$ cat config.mk
export PLATFORM = sky130hd
export DESIGN_NAME = pkt_tx
export DESIGN_NICKNAME = d
export VERILOG_FILES = /design/src/rtl/pkt_tx_pkg.sv /design/src/rtl/pkt_tx.sv
export SDC_FILE = /design/constraint.sdc
export NUM_CORES = 1
export LEC_CHECK = 0
export ABC_AREA = 0
export BUFFER_PORTS_ARGS = -buffer_cell sky130_fd_sc_hd__buf_2
export CAP_MARGIN = 20
export CORE_ASPECT_RATIO = 2
export CORE_MARGIN = 2
export CORE_UTILIZATION = 52
export CTS_CLUSTER_SIZE = 12
export DETAILED_ROUTE_END_ITERATION = 10
export PLACE_DENSITY = 0.79
export SYNTH_ARGS = -nofsm -noshare
export SYNTH_HDL_FRONTEND = slang
export SYNTH_SLANG_ARGS = --single-unit
$ cat constraint.sdc
create_clock -name clk -period 2.4 [get_ports clk]
set_clock_uncertainty 0.1 [all_clocks]
set_input_delay 0.36 -clock clk [delete_from_list [all_inputs] [get_ports clk]]
set_output_delay 0.36 -clock clk [all_outputs]
set_load 0.02 [all_outputs]
$ cat src/rtl/pkt_tx_pkg.sv
// Shared switch defines (packet width, flag values, flit width, TX state codes)
// and the pkt_tx package with the state type and the parity helper.
`ifndef SW_VH
`define SW_VH
`define PKTW      31
`define ASSERT    1'b1
`define NEGATE    1'b0
`define FLITW_DEF 8
`define TX_IDLE   1'b0
`define TX_SEND   1'b1
`endif

package pkt_tx_pkg;

    typedef enum logic {
        ST_IDLE = `TX_IDLE,
        ST_SEND = `TX_SEND
    } tx_state_e;

    // Even parity; zero-extension of narrower flits does not change the result.
    function automatic logic even_par(input logic [63:0] d);
        return ^d;
    endfunction

endpackage

$ cat src/rtl/pkt_tx.sv
// pkt_tx: pops whole packets from an output queue and serialises them MSB flit first.
// Optional PKT_TX_PARITY_EN adds the registered even-parity output tx_par.
module pkt_tx
    import pkt_tx_pkg::*;
#(
    parameter int PW    = `PKTW + 1,
    parameter int FLITW = `FLITW_DEF
) (
    input  logic             clk,
    input  logic             rst,
    input  logic [PW-1:0]    q_data,
    input  logic             q_empty,
    output logic             q_re,
    output logic [FLITW-1:0] tx_data,
    output logic             tx_valid,
    input  logic             tx_ready,
    output logic             tx_sop,
    output logic             tx_eop,
    output logic [15:0]      pkt_cnt
`ifdef PKT_TX_PARITY_EN
    ,
    output logic             tx_par
`endif
);

    localparam int NFLIT = PW / FLITW;
    localparam int IW    = $clog2(NFLIT);
    localparam logic [IW-1:0] LAST = IW'(NFLIT - 1);

    tx_state_e     state_r;
    tx_state_e     state_nx_s;
    logic [PW-1:0] sr_r;
    logic [IW-1:0] idx_r;
    logic [15:0]   cnt_r;
    logic          load_s;
    logic          shift_s;
    logic          done_s;

    // Next state and datapath controls; a load always coincides with a pop.
    always_comb begin
        state_nx_s = state_r;
        load_s     = `NEGATE;
        shift_s    = `NEGATE;
        done_s     = `NEGATE;
        case (state_r)
            ST_IDLE: begin
                if (!q_empty) begin
                    load_s     = `ASSERT;
                    state_nx_s = ST_SEND;
                end else begin
                    state_nx_s = ST_IDLE;
                end
            end
            ST_SEND: begin
                if (tx_ready) begin
                    if (idx_r == LAST) begin
                        done_s = `ASSERT;
                        if (!q_empty) begin
                            load_s     = `ASSERT;
                            state_nx_s = ST_SEND;
                        end else begin
                            state_nx_s = ST_IDLE;
                        end
                    end else begin
                        shift_s = `ASSERT;
                    end
                end else begin
                    state_nx_s = ST_SEND;
                end
            end
            default: begin
                state_nx_s = ST_IDLE;
            end
        endcase
    end

    // No pop during reset: the loaded packet would be discarded by the reset itself.
    assign q_re = load_s & ~rst;

    // FSM state register
    always_ff @(posedge clk) begin
        if (rst) begin
            state_r <= ST_IDLE;
        end else begin
            state_r <= state_nx_s;
        end
    end

    // Packet shift register and flit index
    always_ff @(posedge clk) begin
        if (rst) begin
            sr_r  <= {PW{1'b0}};
            idx_r <= {IW{1'b0}};
        end else if (load_s) begin
            sr_r  <= q_data;
            idx_r <= {IW{1'b0}};
        end else if (shift_s) begin
            sr_r  <= sr_r << FLITW;
            idx_r <= idx_r + IW'(1);
        end else begin
            sr_r  <= sr_r;
            idx_r <= idx_r;
        end
    end

    // Saturating count of fully sent packets
    always_ff @(posedge clk) begin
        if (rst) begin
            cnt_r <= 16'h0000;
        end else if (done_s && (cnt_r != 16'hFFFF)) begin
            cnt_r <= cnt_r + 16'h0001;
        end else begin
            cnt_r <= cnt_r;
        end
    end

    assign tx_valid = (state_r == ST_SEND);
    assign tx_data  = tx_valid ? sr_r[PW-1 -: FLITW] : {FLITW{1'b0}};
    assign tx_sop   = tx_valid & (idx_r == {IW{1'b0}});
    assign tx_eop   = tx_valid & (idx_r == LAST);
    assign pkt_cnt  = cnt_r;

`ifdef PKT_TX_PARITY_EN
    logic par_r;

    // Parity of the flit that sr will present next, so it lines up with tx_data
    always_ff @(posedge clk) begin
        if (rst) begin
            par_r <= 1'b0;
        end else if (load_s) begin
            par_r <= even_par(64'(q_data[PW-1 -: FLITW]));
        end else if (shift_s) begin
            par_r <= even_par(64'(sr_r[PW-FLITW-1 -: FLITW]));
        end else begin
            par_r <= par_r;
        end
    end

    assign tx_par = par_r & tx_valid;
`else
    // Parity disabled: no tx_par port and no parity state.
`endif

endmodule

==> reports/metrics.cfg, run 1 <==
[status]
status=finished, final reports clean

[sta]
slew-limit-headroom=0.529
period_share=0.901
tns_ns=0
setup_violations=0
fin_ws_ns=0.237
worstMarginPinSlew_ns=0.704
hold_viol_final=0
rsz0062_at_grt=false
min_period_ns=2.16
fmaxAchievable_mhz=462
report.final.slew_viol_count=0

[cts]
clk_path_buf_depth=2
root_buffer=clkbuf_8
postCtsSetupBuffers=0
cts_buffers=5
cts.repair.resized=0
postCtsHoldBufs=0
cts.sinks=51
cts_tree=yes
h-tree-depth=2
clock_latency_ns=0.30
clkSlewWorstSetupHoldPaths_ns=0.09

[yosys]
synth_top_area_cell=dfxtp_1
synth-edff-count=0
synth.top_cell.area_share=0.426
seq_area_frac_synth=0.426
synth_nets=328
ys_types=35
ys_ff_latch=51
synthFlopType=dfxtp_1
synth_cells=289
async_reset_ff_frac=0
ys_top_cells_by_area=dfxtp_1 (43%), nand2_1 (6.6%), a311oi_1 (5.5%), nor2_1 (4.7%), a21oi_1 (4.0%)
synth_area_mm2=0.00240
syn_area_per_cell_um2=8.29
yosys_warnings=0

[cells_and_area]
antenna_cells_inserted=0
syn2layout_area_growth_pct=18.7
stdcell_count=399
nFillCells=399
nets=382
drive_gt1_frac=0.250

[worst_setup_path]
reg2reg_slack_ns=0.24
cp.required_ns=2.53
timing.rr.start=idx_r[1]
arrival_ns=2.29
slowest_delay_ns=0.64
worst_setup_path_end_kind=register
crit_fanout=12
worst_setup_path_start_kind=register
crit_chain=ha_1, and3_1, nand4_1, or4_1, a21oi_1
r2r_end=pkt_cnt[9]
rr_worst_depth=5
slowest_stage=or4_1
path_class=reg -> reg

[route]
remaining_drc_errors=0
dr.pass1.iters=4
ant_nets=0
routed-via-count=2244
wl_per_cell_um=12.9
dr.first_iter.drc_count=55
drt-total-wl_um=5150
avgViaCountPerCell=5.62

[placement]
place_ws_ns=0.273
place.gp.congestion=0.877
placed_cells=391
hpwl_um=3560
portBuffers=63

[global_route]
gr-max-usage-layer=met2
grt_max_degree=56
grt_overflow=0
grtUsageMet2=0.326
antenna_found_initial=0
met3_usage=0.0357
grt_pass1_vias=1997
grt_pass1_wl_um=8820
grt_use_total=0.212
grt.met1_usage=0.295

[die]
start_util=0.531
rows=35
io_pins=64
die-area_mm2=0.00520
fp.dieH_um=100
core_area_mm2=0.00451
die_w_um=52

[power_and_ir_drop]
ir_drop_uv=623
p_leak_nw=1.19
power_density_mw_per_mm2=565

[worst_hold_path]
whs_endpoint=sr_r[1]
min_from=q_data[1]
worstHoldPathCells=3
hp-class=in -> reg

[job]
drv_cap=0

==> synth_stat cells (2+ instances only) <==
cell type  number
dfxtp_1        51
nand2_1        42
nor2_1         30
a21oi_1        19
a311oi_1       15
nand3_1        14
clkbuf_1       12
a211oi_1       11
and2_1         10
mux2i_1         9
nand4_1         7
nor3_1          7
buf_1           6
o31ai_1         6
or4_1           6
inv_1           5
or3_1           5
o21ai_0         4
ha_1            3
nor2b_1         3
nor4_1          3
and3_1          2
buf_2           2
buf_4           2
mux2_2          2
nand3b_1        2
o21ba_2         2
or2_2           2
==> logic make-up after synthesis <==
kind of cell	after synthesis	share of synthesized area
compound gates	60	0.174
xor+xnor	1	0.00366
fa+ha+maj	3	0.0157
buf+inv	27	0.0465
flops	51	0.426
mux	11	0.0470
simple gates	136	0.287
==> worst max path at each step <==
stage          startpoint          end  slack (ns)
6_report         idx_r[1]   pkt_cnt[9]        0.24
5_1_grt          idx_r[1]   pkt_cnt[7]        0.08
4_1_cts          idx_r[1]   pkt_cnt[9]        0.24
3_5_place_dp   pkt_cnt[0]  pkt_cnt[14]        0.27
3_3_place_gp   pkt_cnt[0]  pkt_cnt[14]        0.38
2_1_floorplan  pkt_cnt[0]  pkt_cnt[14]        0.27
==> area by class of cell <==
| class | count | area (um^2) | share of cell area |
|---|---|---|---|
| clock inverters | 2 | 16.3 | 0.00572 |
| multi-input cells | 211 | 1260 | 0.444 |
| inverters | 5 | 18.8 | 0.00660 |
| repair buffers | 69 | 373 | 0.131 |
| well taps | 55 | 68.8 | 0.0242 |
| flip-flops and latches | 51 | 1020 | 0.359 |
| clock buffers | 6 | 82.6 | 0.0290 |
==> worst max-delay path, delay by kind of cell, from the launching register on <==
kind                       cells  cell delay, ns
AOI/OAI and AO/OA              1            0.15
DFF                            1            0.36
adders and majority gates      1            0.21
and+or+nand+nor                3            1.26
==> per-stage QoR <==
step | area [um^2] | util | hold WS (ns) | total power, W
after floorplan | 2400 | - | 0.344 | 0.00105
after global routing | 2840 | 0.631 | 0.195 | 0.00168
after detailed placement | 2750 | 0.609 | 0.358 | 0.00111
final | 2840 | 0.631 | 0.188 | 0.00161
after CTS | 2840 | 0.631 | 0.177 | 0.00163
after global placement | 2750 | 0.609 | 0.354 | 0.00111
==> per-layer routing <==
metal,routed length [um],part of all wire
met4,60,0.012
met3,292,0.057
met2,2410,0.47
met5,0,0
met1,2390,0.46
==> sequential cells by signal, summed over array words and instances (netlist names) <==
| signal | cells |
|---|---|
| idx_r | 2 |
| tx_valid | 1 |
| pkt_cnt | 16 |
| sr_r | 32 |
==> cell usage in the layout, fill, tap and decap left out, types with 3 or more instances in the layout <==
master | Yosys | final
a21oi_1 | 19 | 19
dfxtp_1 | 51 | 51
a211oi_1 | 11 | 11
nand2_1 | 42 | 42
or3_1 | 5 | 5
buf_2 | 2 | 63
nor2_1 | 30 | 30
or4_1 | 6 | 6
o31ai_1 | 6 | 6
and2_1 | 10 | 10
inv_1 | 5 | 5
nor2b_1 | 3 | 3
mux2i_1 | 9 | 9
nor3_1 | 7 | 7
clkbuf_8 | 0 | 6
nor4_1 | 3 | 3
o21ai_0 | 4 | 4
buf_4 | 2 | 5
ha_1 | 3 | 3
nand4_1 | 7 | 7
a311oi_1 | 15 | 15
nand3_1 | 14 | 14
==> report_power, final <==
group | internal, W | switching, W | total (W)
clock | 0.000236 | 0.000278 | 0.000513
sequential | 0.000888 | 0.0000206 | 0.000909
combinational | 0.0000782 | 0.000105 | 0.000184
No activity file was read; power rests on OpenSTA's default activity.
==> inputs of run 2 (changes only) <==
Settings changed: CORE_MARGIN 2 to 10, CORE_UTILIZATION 52 to 47, PLACE_DENSITY 0.79 to 0.75.
Clock period 2.4 ns to 1.9 ns, I/O delays scaled along.
==> run 2 against run 1 <==
- fmax up 18%
- sequential power increased by 27%
- cell count increased by 6.8%
- critical endpoint is now pkt_cnt[10]
- largest cell class unchanged
==> reports/metrics.cfg, run 2 (synthesized netlist as in run 1, its figures left out) <==
[die]
io_pins=64  ; unchanged
die_w_um=70.5  ; +36%
start_util=0.488  ; -0.0432
die-area_mm2=0.00853  ; +64%
fp.dieH_um=121  ; +21%
rows=36  ; +2.9%
core_area_mm2=0.00491  ; +8.8%

[cells_and_area]
final_util=0.635  ; +0.00455
seqCellArea_mm2=0.00103  ; +1.3%
stdcell_area_mm2=0.00312  ; +9.6%
top_register=sr_r
nFillCells=441  ; +11%
nets=407  ; +6.5%
multi_input_area_mm2=0.00133  ; +5.0%
syn2layout_area_growth_pct=30.1
layout_commonest_cell=buf_2
drive_gt1_frac=0.355  ; +0.105
antenna_cells_inserted=0  ; unchanged
largest_reg_flops=32  ; unchanged
final_cell_mix=buf_2 (63), nand2_1 (42), dfxtp_1 (42)

[cts]
cts.sinks=51  ; unchanged
postCtsHoldBufs=0  ; unchanged
clk_path_buf_depth=2  ; unchanged
cts_tree=yes
root_buffer=clkbuf_8
h-tree-depth=2  ; unchanged
cts_buffers=5  ; unchanged
clkSlewWorstSetupHoldPaths_ns=0.10  ; about the same
clock_latency_ns=0.31  ; about the same

[sta]
report.final.slew_viol_count=0  ; unchanged
worstMarginPinSlew_ns=0.753  ; +0.0497 ns
hold_viol_final=0  ; unchanged
min_period_ns=1.83  ; -0.330 ns
fin_ws_ns=0.0666  ; -0.170 ns
whs_ns=0.108  ; -0.0796 ns
period_share=0.965  ; +0.0636
rsz0062_at_grt=true
setup_violations=0  ; unchanged
fmaxAchievable_mhz=545  ; +18%
slew-limit-headroom=0.496  ; -0.0333

[placement]
placed_area_mm2=0.00292  ; +6.5%
place.gp.congestion=0.829  ; -5.5%
portBuffers=63  ; unchanged
hpwl_um=4840  ; +36%
place_ws_ns=-0.0118  ; -0.285 ns

[global_route]
grt_overflow=0  ; unchanged
grt_max_degree=31  ; -45%
grt_pass1_wl_um=10700  ; +22%
grt_pass1_vias=2413  ; +21%
antenna_found_initial=0  ; unchanged
grt_use_total=0.147  ; -0.0652

[worst_setup_path]
timing.rr.start=pkt_cnt[1]
crit_fanout=5  ; -7
cp.required_ns=2.01  ; -0.52 ns
arrival_ns=1.94  ; -0.35 ns
reg2reg_slack_ns=0.07  ; -0.17 ns
crit_path_start=pkt_cnt[1]
r2r_end=pkt_cnt[10]
worst_setup_path_end_kind=register
worst_setup_path_start_kind=register
rr_worst_depth=7  ; +2
path_class=reg -> reg

[route]
ant_nets=0  ; unchanged
route.met3.wl_um=428  ; +47%
topRoutingLayerUsed=met4
dr.first_iter.drc_count=151  ; +170%
drt-met1-wl_um=2410  ; +1.1%
dr.pass1.iters=4  ; unchanged
drt-total-wl_um=6530  ; +27%
wl_met2_um=3530  ; +47%
routed-via-count=2386  ; +6.3%
remaining_drc_errors=0  ; unchanged
avgViaCountPerCell=5.60  ; -0.41%
wl_per_cell_um=15.3  ; +19%

[worst_hold_path]
whs_endpoint=sr_r[2]
hp-class=in -> reg
min_from=q_data[2]
worstHoldPathCells=3  ; unchanged

[power_and_ir_drop]
p_leak_nw=1.32  ; +11%
power_density_mw_per_mm2=655  ; +16%
ir_drop_uv=503  ; -19%

[job]
drv_cap=0  ; unchanged

[status]
status=finished, final reports clean

==> run 2: changes by cell type in the layout (fill, tap and decap cells not counted), moves of 2 or more <==
cell     before  now
a21oi_1      19   17
a21oi_2       0    2
buf_4         5   28
dfxtp_1      51   42
dfxtp_2       0    8
ha_1          3    1
ha_4          0    2
or4_1         6    3
or4_4         0    3
==> run 2: routing by layer <==
metal	up-vias	global-route usage
li1	1194	-
met1	1109	0.139
met2	69	0.279
met3	14	0.0459
met4	0	0.0620
met5	-	0
==> run 2: area by class of cell <==
class,count,area share
clock buffers,5,0.0221
flip-flops and latches,51,0.332
inverters,5,0.00602
repair buffers,94,0.185
multi-input cells,211,0.426
well taps,57,0.0229
clock inverters,3,0.00642
==> run 2: repair_timing <==
item / CTS / global route
buffers inserted: 1 / 5
resized for setup: 3 / 16
pin swaps: 1 / 6
endpoints found under the setup margin: 4 / 14
==> run 2: worst max path at each step <==
stage | end | cells after the start | slack, ns
final | pkt_cnt[10] | 7 | 0.07
after global routing | pkt_cnt[14] | 4 | -0.03
after CTS | q_re | 5 | -0.01
after detailed placement | pkt_cnt[6] | 5 | -0.01
after global placement | pkt_cnt[6] | 5 | -0.03
after floorplan | pkt_cnt[14] | 5 | -0.06
==> run 2: worst max-delay path, cell delays in order, from the launching register on <==
cell	delay, ns
dfxtp_2	0.35
ha_4	0.17
nand4_4	0.09
buf_4	0.14
nor4_4	0.04
buf_4	0.16
nor4_1	0.32
mux2_2	0.37
==> run 2: metrics by stage <==
stage          power [W]  cells  TNS [ns]
6_report         0.00204    426         0
4_1_cts          0.00206    421   -0.0128
5_1_grt          0.00214    426   -0.0372
3_3_place_gp     0.00142    412   -0.0270
2_1_floorplan    0.00132    289   -0.0642
3_5_place_dp     0.00142    412   -0.0118
==> run 2: where the power goes <==
group	total [W]	switching (W)	internal (W)
registers	0.00115	0.0000261	0.00112
logic	0.000257	0.000142	0.000115
clock network	0.000637	0.000380	0.000257
total	0.00204	0.000548	0.00149
==> inputs of run 3 (changes only) <==
Settings changed: SETUP_SLACK_MARGIN set to 0.5.
==> run 3 against run 2 <==
- the run now ends with negative setup slack left
- highest routed layer unchanged
- final area up 27%
- fmax down 4.7%
- global-route usage up 3.7 points
- critical endpoint is now pkt_cnt[7]
- sequential power about the same
- register-to-register slack worse by 0.09 ns
==> reports/metrics.cfg, run 3 (synthesized netlist as in run 1, its figures left out) <==
[route]
dr.first_iter.drc_count=270  ; +79%
wl_per_cell_um=21.5  ; +40%
ant_nets=0  ; unchanged
drt-total-wl_um=9670  ; +48%
dr.pass1.iters=5  ; +1
remaining_drc_errors=0  ; unchanged
avgViaCountPerCell=6.15  ; +9.7%
routed-via-count=2766  ; +16%

[worst_setup_path]
rr_worst_depth=6  ; -1
crit_end=pkt_cnt[7]
slowest_stage=or4_4
slowest_delay_ns=0.42  ; +0.05 ns
cp.depth=6  ; -1
path_class=reg -> reg
arrival_ns=2.07  ; +0.13 ns
crit_fanout=7  ; +2
crit_path_start=idx_r[1]
reg2reg_slack_ns=-0.02  ; -0.09 ns
crit_chain=ha_4, and3_4, nand4_1, buf_4, or4_4, a21oi_2
worst_setup_path_end_kind=register
cp_num_buf_inv=1  ; -1
r2r_end=pkt_cnt[7]
cp.required_ns=2.05  ; +0.04 ns
crit_family=simple AND/OR/NAND/NOR gates
timing.rr.start=idx_r[1]
worst_setup_path_start_kind=register

[die]
fp.dieH_um=121  ; unchanged
die_w_um=70.5  ; unchanged
start_util=0.488  ; unchanged
core_area_mm2=0.00491  ; unchanged
die-area_mm2=0.00853  ; unchanged
io_pins=64  ; unchanged
rows=36  ; unchanged

[cells_and_area]
drive_gt1_frac=0.552  ; +0.197
nets=431  ; +5.9%
stdcell_count=450  ; +5.6%
final_util=0.809  ; +0.174
seqCellArea_mm2=0.00107  ; +3.6%
top_register=sr_r
multi_input_area_mm2=0.00161  ; +21%
syn2layout_area_growth_pct=65.7
final_cell_mix=buf_2 (51), nand2_1 (34), dfxtp_1 (32)
antenna_cells_inserted=0  ; unchanged
nFillCells=292  ; -34%
layout_commonest_cell=buf_2
largest_reg_flops=32  ; unchanged

[sta]
report.final.slew_viol_count=0  ; unchanged
period_share=1.01  ; +0.0478
slew-limit-headroom=0.663  ; +0.167
rsz0062_at_grt=true
min_period_ns=1.92  ; +0.0908 ns
hold_viol_final=0  ; unchanged
tns_ns=-0.0267  ; -0.0267 ns
worstMarginPinSlew_ns=0.504  ; -0.249 ns
fin_ws_ns=-0.0242  ; -0.0908 ns
fmaxAchievable_mhz=520  ; -4.7%
setup_violations=2  ; +2

[power_and_ir_drop]
ir_drop_uv=500  ; -0.58%
power_density_mw_per_mm2=559  ; -15%
p_leak_nw=1.62  ; +23%

[cts]
h-tree-depth=2  ; unchanged
cts_buffers=5  ; unchanged
cts_tree=yes
clk_path_buf_depth=2  ; unchanged
cts.sinks=51  ; unchanged
clkSlewWorstSetupHoldPaths_ns=0.09  ; about the same
postCtsHoldBufs=0  ; unchanged
clock_latency_ns=0.32  ; about the same
root_buffer=clkbuf_8

[placement]
hpwl_um=4900  ; +1.2%
portBuffers=63  ; unchanged
place.gp.congestion=0.824  ; -0.60%
place_ws_ns=0.00676  ; +0.0186 ns
placed_cells=400  ; -2.9%

[job]
drv_cap=0  ; unchanged

[global_route]
grt_overflow=0  ; unchanged
grt_max_degree=22  ; -29%
grt_pass1_wl_um=12900  ; +20%
grt_pass1_vias=2695  ; +12%
grt_use_total=0.184  ; +0.0368
antenna_found_initial=0  ; unchanged

[worst_hold_path]
hp-class=in -> reg

[status]
status=complete, but fails checks
violations=negative setup slack

run 3: worst min-delay path: stages:
cell and delay, ns:
buf_2 0.09, nand2_1 0.04, a21oi_1 0.05
run 3: final cells by class:
class | instances | area share
repair inverters | 1 | 0.00410
flip-flops and latches | 51 | 0.270
repair buffers | 117 | 0.275
inverters | 5 | 0.00788
multi-input cells | 211 | 0.405
clock buffers | 8 | 0.0202
well taps | 57 | 0.0180
run 3: metal layers:
| metal | track usage | part of all wire | routed length [um] |
|---|---|---|---|
| met5 | 0 | 0 | 0 |
| met4 | 0.0856 | 0.039 | 380 |
| met3 | 0.0516 | 0.062 | 604 |
| met2 | 0.356 | 0.57 | 5470 |
| met1 | 0.167 | 0.33 | 3210 |
run 3: worst min-delay path by stage:
| stage | startpoint | end | cells past startpoint |
|---|---|---|---|
| 3_5_place_dp | pkt_cnt[8] | pkt_cnt[8] | 1 |
| 5_1_grt | q_data[2] | sr_r[2] | 3 |
| 4_1_cts | q_data[1] | sr_r[1] | 3 |
| 6_report | q_data[4] | sr_r[4] | 3 |
| 3_3_place_gp | pkt_cnt[8] | pkt_cnt[8] | 1 |
| 2_1_floorplan | q_data[0] | sr_r[0] | 2 |
run 3: where the power goes:
| group | leakage (nW) | internal, W | switching [W] | total (W) |
|---|---|---|---|---|
| registers | 0.430 | 0.00111 | 0.0000400 | 0.00115 |
| logic | 1.15 | 0.000226 | 0.000220 | 0.000446 |
| clock network | 0.0395 | 0.000263 | 0.000364 | 0.000627 |
run 3: metrics by stage:
step	total power, W	hold slack, ns	cell area, um^2
2_1_floorplan	0.00134	0.321	2600
3_3_place_gp	0.00142	0.338	2950
3_5_place_dp	0.00142	0.344	2950
4_1_cts	0.00213	0.0971	3610
5_1_grt	0.00229	0.0990	3970
6_report	0.00222	0.101	3970
run 3: timing repair:
item / in CTS / in global routing
gates resized for setup: 50 / 74
pin swaps: 30 / 25
setup endpoints to repair: 62 / 62
gates cloned: 7 / 1
buffers inserted: 27 / 7
